==> src/rtl/pc_stack_pkg.sv <==
// Shared definitions for the program-counter / return-stack unit.
// Holds the operation encoding and the default width/depth constants.
package pc_stack_pkg;

  localparam int PC_W_DEFAULT  = 11;
  localparam int DEPTH_DEFAULT = 8;

  // Operation encoding on the op input. Codes 6 and 7 are reserved and
  // behave exactly like OP_HOLD.
  typedef enum logic [2:0] {
    OP_HOLD = 3'd0,
    OP_INC  = 3'd1,
    OP_SKIP = 3'd2,
    OP_JUMP = 3'd3,
    OP_CALL = 3'd4,
    OP_RET  = 3'd5
  } pc_op_e;

endpackage

==> src/rtl/pc_stack_mem.sv <==
// Circular return-address stack with depth tracking.
// Ports:
//   clk, reset     - clock, synchronous active-high reset (clears all entries)
//   push_i         - write push_data_i at the pointer, advance the pointer
//   pop_i          - retreat the pointer (pop_data_o shows the slot it lands on)
//   push_data_i    - return address to store
//   pop_data_o     - content of the slot just below the pointer
//   depth_o        - number of valid entries, 0..DEPTH (saturating)
//   full_o/empty_o - depth_o == DEPTH / depth_o == 0
// The pointer wraps regardless of depth, so a push when full overwrites the
// oldest entry and a pop when empty still reads a (stale) slot.
module pc_stack_mem
  import pc_stack_pkg::*;
#(
  parameter int PC_W  = PC_W_DEFAULT,
  parameter int DEPTH = DEPTH_DEFAULT,
  localparam int PTR_W = $clog2(DEPTH),
  localparam int CNT_W = $clog2(DEPTH + 1)
) (
  input  logic             clk,
  input  logic             reset,
  input  logic             push_i,
  input  logic             pop_i,
  input  logic [PC_W-1:0]  push_data_i,
  output logic [PC_W-1:0]  pop_data_o,
  output logic [CNT_W-1:0] depth_o,
  output logic             full_o,
  output logic             empty_o
);

  localparam logic [CNT_W-1:0] FULL_CNT = CNT_W'(DEPTH);

  logic [PC_W-1:0]  mem_q [DEPTH];
  logic [PTR_W-1:0] ptr_q, ptr_d;
  logic [CNT_W-1:0] cnt_q, cnt_d;
  logic [PTR_W-1:0] rd_ptr;

  assign rd_ptr     = ptr_q - PTR_W'(1);
  assign pop_data_o = mem_q[rd_ptr];
  assign depth_o    = cnt_q;
  assign full_o     = (cnt_q == FULL_CNT);
  assign empty_o    = (cnt_q == '0);

  always_comb begin
    ptr_d = ptr_q;
    cnt_d = cnt_q;
    if (push_i) begin
      ptr_d = ptr_q + PTR_W'(1);
      if (!full_o) cnt_d = cnt_q + CNT_W'(1);
    end else if (pop_i) begin
      ptr_d = rd_ptr;
      if (!empty_o) cnt_d = cnt_q - CNT_W'(1);
    end
  end

  always_ff @(posedge clk) begin
    if (reset) begin
      for (int i = 0; i < DEPTH; i++) mem_q[i] <= '0;
      ptr_q <= '0;
      cnt_q <= '0;
    end else begin
      if (push_i) mem_q[ptr_q] <= push_data_i;
      ptr_q <= ptr_d;
      cnt_q <= cnt_d;
    end
  end

endmodule

==> src/rtl/pc_stack_unit.sv <==
// Program counter with hardware return-address stack.
// Ports:
//   clk, reset  - clock, synchronous active-high reset
//   en          - one-clock instruction advance strobe (q4 phase)
//   op          - HOLD/INC/SKIP/JUMP/CALL/RET (6,7 reserved = HOLD)
//   target      - destination for JUMP and CALL
//   clr_flags   - clears sticky ovf/unf (a same-cycle set wins)
//   counter     - registered program counter
//   depth_used  - valid stack entries, 0..DEPTH
//   ovf, unf    - sticky overflow / underflow flags
// With op tied to INC and en to q4 this sequences exactly like a plain
// incrementing program counter.
module pc_stack_unit
  import pc_stack_pkg::*;
#(
  parameter int PC_W  = PC_W_DEFAULT,
  parameter int DEPTH = DEPTH_DEFAULT
) (
  input  logic                       clk,
  input  logic                       reset,
  input  logic                       en,
  input  logic [2:0]                 op,
  input  logic [PC_W-1:0]            target,
  input  logic                       clr_flags,
  output logic [PC_W-1:0]            counter,
  output logic [$clog2(DEPTH+1)-1:0] depth_used,
  output logic                       ovf,
  output logic                       unf
);

  logic [PC_W-1:0] counter_q, counter_d;
  logic            ovf_q, ovf_d;
  logic            unf_q, unf_d;
  logic [PC_W-1:0] pc_plus1;
  logic [PC_W-1:0] pop_data;
  logic            push, pop, full, empty;
  pc_op_e          op_e;

  assign op_e     = pc_op_e'(op);
  assign pc_plus1 = counter_q + PC_W'(1);
  assign push     = en && (op_e == OP_CALL);
  assign pop      = en && (op_e == OP_RET);

  pc_stack_mem #(
    .PC_W  (PC_W),
    .DEPTH (DEPTH)
  ) u_stack (
    .clk         (clk),
    .reset       (reset),
    .push_i      (push),
    .pop_i       (pop),
    .push_data_i (pc_plus1),
    .pop_data_o  (pop_data),
    .depth_o     (depth_used),
    .full_o      (full),
    .empty_o     (empty)
  );

  always_comb begin
    counter_d = counter_q;
    if (en) begin
      case (op_e)
        OP_INC:  counter_d = pc_plus1;
        OP_SKIP: counter_d = counter_q + PC_W'(2);
        OP_JUMP: counter_d = target;
        OP_CALL: counter_d = target;
        OP_RET:  counter_d = pop_data;
        default: counter_d = counter_q;
      endcase
    end
  end

  // Clear first, then any set event overrides it.
  always_comb begin
    ovf_d = clr_flags ? 1'b0 : ovf_q;
    unf_d = clr_flags ? 1'b0 : unf_q;
    if (push && full)  ovf_d = 1'b1;
    if (pop  && empty) unf_d = 1'b1;
  end

  always_ff @(posedge clk) begin
    if (reset) begin
      counter_q <= '0;
      ovf_q     <= 1'b0;
      unf_q     <= 1'b0;
    end else begin
      counter_q <= counter_d;
      ovf_q     <= ovf_d;
      unf_q     <= unf_d;
    end
  end

  assign counter = counter_q;
  assign ovf     = ovf_q;
  assign unf     = unf_q;

endmodule

==> config.mk <==
export PLATFORM = sky130hd
export DESIGN_NAME = pc_stack_unit
export DESIGN_NICKNAME = d
export VERILOG_FILES = /design/src/rtl/pc_stack_pkg.sv /design/src/rtl/pc_stack_mem.sv /design/src/rtl/pc_stack_unit.sv
export SDC_FILE = /design/constraint.sdc
export NUM_CORES = 1
export LEC_CHECK = 0
export BUFFER_PORTS_ARGS = -buffer_cell sky130_fd_sc_hd__buf_2
export CORE_MARGIN = 2
export CORE_UTILIZATION = 46
export DETAILED_ROUTE_END_ITERATION = 7
export GPL_TIMING_DRIVEN = 1
export PLACE_DENSITY = 0.73
export SYNTH_ARGS = -nofsm -noshare
export SYNTH_HDL_FRONTEND = slang
export SYNTH_SLANG_ARGS = --single-unit
==> constraint.sdc <==
create_clock -name clk -period 2.54 [get_ports clk]
set_input_delay 0.127 -clock clk [delete_from_list [all_inputs] [get_ports clk]]
set_output_delay 0.127 -clock clk [all_outputs]
set_load 0.005 [all_outputs]
# After elaboration in Yosys (flattened, before gate mapping)
# Memories as Yosys holds them, arrays and structs flattened.
# Cells that the tools add are included.
# totals
ff_bits	20
latchBits	0
ramBits	88
romBits	0
input_bits	18
output_inout_bits	17
elab_cells	51
mem_count	1
# mem_list
name	words	word_bits	rd	rd_clocked_by_memory_dff	write_ports	line	source
u_stack.mem_q	8	11	1	0	8	pc_stack_mem.sv:33	logic [PC_W-1:0] mem_q [DEPTH];
# classes
n_addsub	6
multipliers	0
div_mod_pow	0
magnitude_cmp	0
eq_ne	8
shifts	0
muxes	18
n_bitwise	0
reduce_logical	13
# op_table
op	n
11-bit case mux with 4 select lines	1
4-bit 2-to-1 mux	4
11-bit by 1-bit adder with 11-bit output (second input constant)	1
11-bit by 2-bit adder with 11-bit output (second input constant)	1
11-bit 2-to-1 mux	1
11-bit OR reduction	1
1-bit 2-to-1 mux	9
3-bit 2-to-1 mux	3
3-bit by 2-bit equality test with 1-bit output (second input constant)	2
3-bit equality test (second input constant)	2
2-bit nonzero test	3
4-bit by 1-bit adder with 4-bit output (second input constant)	1
4-bit equality test (second input constant)	1
1-bit logical AND	4
4-bit logical NOT	1
2-bit inequality test (second input constant)	2
4-bit nonzero test	1
4-bit by 1-bit subtractor with 4-bit output (second input constant)	1
3-bit by 1-bit adder with 3-bit output (second input constant)	1
3-bit by 1-bit equality test with 1-bit output (second input constant)	1
3-bit AND reduction	1
3-bit by 1-bit subtractor with 3-bit output (second input constant)	1
2-bit AND reduction	1
2-bit OR reduction	1

# Depth between registers and ports, before layout
# logic_depth
ltp_word	7
depth_mapped	10
mapped_depth_nobuf	8

# Modules after synthesis
# A second synthesis with hierarchy kept.
# unflattened
hier_cells	480
hier_area_um2	5983.2
# modules_own_cells
module	instances	cells_each	area_per_inst_um2	seq_area_each_um2
pc_stack_mem	1	295	4591.9	2782.7
pc_stack_unit	1	185	1391.3	260.2

# Worst setup path after synthesis
# Ideal clock, no wire load.
# synth_path
path_type	register -> register
startpoint	register u_stack.ptr_q[0]
endpoint	register counter_q[8], in the netlist counter[8]
setup_ns	0.119
arrival_ns	2.117
required_time_ns	2.421
setup_slack_ns	0.304
path_stages_with_launch	10
n_path_buf	3
period_less_slack_ns	2.236
cell_sequence	dfxtp_1 buf_4 buf_4 inv_1 ha_1 buf_2 a2111oi_0 a31oi_1 and3_1 o221a_2
# synth_between
elab_chain_len	3
# synth_rtl
item	line	source
start, declared	pc_stack_mem.sv:34	logic [PTR_W-1:0] ptr_q, ptr_d;
start signal, assigned	pc_stack_mem.sv:63	ptr_q <= ptr_d;
3-bit by 1-bit subtractor with 3-bit output	pc_stack_mem.sv:38	assign rd_ptr = ptr_q - PTR_W'(1);
memory read 8 x 11 bit	-	
11-bit case mux with 4 select lines	pc_stack_unit.sv:62	case (op_e)
end signal, assigned	pc_stack_unit.sv:87	counter_q <= counter_d;
end, declared	pc_stack_unit.sv:31	logic [PC_W-1:0] counter_q, counter_d;
# Every way passes these cells.
# A chain may end at the register's enable or synchronous reset.

# Final worst setup path
# layout_path
startpoint	register u_stack.ptr_q[1]
endpoint	register counter_q[8], in the netlist counter[8]
# The elaborated chain is that of the path after synthesis.

==> qor.txt <==
Worst slew margin = 47.4%
CTS tree = yes
Setup crit end kind = register
crit-path max cell delay = 440 ps
largest net degree at the start of global routing = 27
fmax = 462 MHz
# setup viols final = 0
Setup crit start kind = register
starting density of the core = 46.9%
asr flop ratio synth = 0%
Syn-to-layout area delta = 12.4%
share of Yosys cell area claimed by the top area cell type = 47.3%
Avg WL per Cell = 20.4 um
Pleak = 2.26 nW
Tmin final = 2160 ps
Synth Area in Compound Gates = 9.19%
H-tree depth = 3
Vias per Instance = 6.02
max cap viols = 0
Clock Tree Root = clkbuf_16
clk buf depth = 2
first drt pass iteration count = 5
share of layout cells above drive strength 1 = 21.0%
Detailed Place HPWL = 9.88 mm
Routed Antenna Nets = 0
Worst-Skew Late Latency = 350 ps
register bit total from synthesis = 108
Finished Layout Cells = 695
vias in the first global route = 4013
Area contributors post-synth = edfxtp_1, nor2_1, dfxtp_1
P per Cell Area = 633 mW/mm^2
Sum Neg Setup Slack = 0 ps
hold slack = 43.8 ps
CP max FO = 12
antenna violations before repair = 0
Syn Inst Count = 499
Post-Synth Simple-Gate Area = 17.2%
DR iter-0 viols = 532
synthesized area = 0.00558 mm^2
Top FF cell, synth = edfxtp_1
count leader, synth = nor2_1
Fill cells = 1057
Row Count = 40
total grt overflow = 0
WP buf/inv = 2
GPL Wtd Cong = 0.920
WP data required = 2790 ps
mux contribution to synthesized area = 9.52%
port bufs = 34
Post-Synth XOR/XNOR Area = 4.19%
CP max stage cell = dfxtp_1
EDFF count, synth = 88
status = finished clean
multi-input combinational cell area = 0.00232 mm^2
post-synthesis sequential area ratio = 54.5%
post-synthesis adder-cell area fraction = 1.34%
crit-path leading delay family = compound AO/OA/AOI/OAI gates
actual slew at the worst max-slew pin = 783 ps
final hold vios = 0
RSZ-0062 raised after global routing = false
Avg Cell Area, Syn = 11.2 um^2
drt drc = 0
Synth cell types = 63
crit-path cells = inv_1 > ha_1 > buf_4 > a2111oi_0 > a31oi_1 > and3_1 > o221a_2
Setup Fix Bufs, Post-CTS = 0
largest family of logic cells by synthesized area = simple AND/OR/NAND/NOR gates
Mapped Nets = 523
CTS Sinks = 108
DR vias = 4183
Tcrit/Tclk final = 85.2%
first-pass GRT wire length = 22.3 mm
DIE AREA = 0.0130 mm^2
core footprint = 0.0119 mm^2
Routed WL = 14.2 mm
nets = 567
Final Util = 52.7%
VDD IR max = 0.383 mV
total global-route track usage = 22.8%
Layout Skew = 14.5 ps
die width = 114 um
placed cells = 679
Post-CTS Hold Buffers = 0
area leader, netlist = edfxtp_1
max-slew violations = 0
io pins = 35
Design Power = 3.98 mW
Min-Delay Path Class = input port to register
Die Y = 114 um
Ys Warns = 0
cts repair resizes = 0
Reg area = 0.00304 mm^2
Synth top cells by count = nor2_1, edfxtp_1, nand2_1
CP Data Arrival Time = 2410 ps
diode count = 0
Clock Pin Slew Worst Setup and Hold Paths = 80 ps
Setup CP Type = register to register
CTS Buf Count = 9
## metal layers
| metal | global-route usage (%) | share of wire (%) | vias up |
|---|---|---|---|
| met2 | 38.5 | 48 | 213 |
| met1 | 30.3 | 42 | 2046 |
| met3 | 4.50 | 7.7 | 32 |
| met5 | 0 | 0 | - |
| li1 | - | - | 1892 |
| met4 | 6.02 | 2.3 | 0 |
## report_power, final
group / internal, mW / switching [mW] / leakage (nW)
Sequential: 1.98 / 0.0439 / 1.07
Clock: 0.701 / 0.702 / 0.145
Combinational: 0.214 / 0.339 / 1.04
## flip-flops by register name, summed over array words and instances (netlist names)
register         cells
u_stack.ptr_q        3
ovf                  1
counter             11
u_stack.depth_o      4
unf                  1
u_stack.mem_q       88
## cells by family after synthesis
| kind of cell | count (synthesis) |
|---|---|
| buf+inv | 40 |
| xor+xnor | 25 |
| compound gates | 74 |
| simple gates | 213 |
| flops | 108 |
| mux | 33 |
| fa+ha+maj | 6 |
## tightest hold or removal path, cell delays in order
cell	delay, ps
buf_2	80
inv_1	40
nand2_1	60
a21oi_1	50
## area by class of cell
type / instances / share of cell area [%]
sequential: 108 / 48.5
inverter: 8 / 0.478
clock buffer: 9 / 3.59
timing repair buffer: 65 / 6.42
multi-input combinational: 351 / 36.9
clock inverter: 7 / 1.20
tap: 147 / 2.93
## layout by cell type, fill, tap and decap left out, drive strengths merged, types with 11 or more instances in the layout
| cell | n |
|---|---|
| nand3 | 14 |
| mux2i | 16 |
| nor2 | 111 |
| o21ai | 11 |
| xnor2 | 13 |
| xor2 | 12 |
| a21oi | 24 |
| dfxtp | 20 |
| nand2 | 48 |
| mux4 | 16 |
| edfxtp | 88 |
| buf | 65 |
## worst paths after layout
kind	slack, ps	to	start	cells after the start
max	380	counter[8]	u_stack.ptr_q[1]	7
min	40	unf	clr_flags	4
max reg2reg	380	counter[8]	u_stack.ptr_q[1]	7
min reg2reg	450	unf	unf	2
## stage by stage
| step | cell area, um^2 | setup WS, ps |
|---|---|---|
| 2_1_floorplan | 5580 | 304 |
| 3_3_place_gp | 5980 | 524 |
| 3_5_place_dp | 5980 | 425 |
| 4_1_cts | 6280 | 388 |
| 5_1_grt | 6280 | 224 |
| 6_report | 6280 | 375 |
No activity file was read; power rests on OpenSTA's default activity.
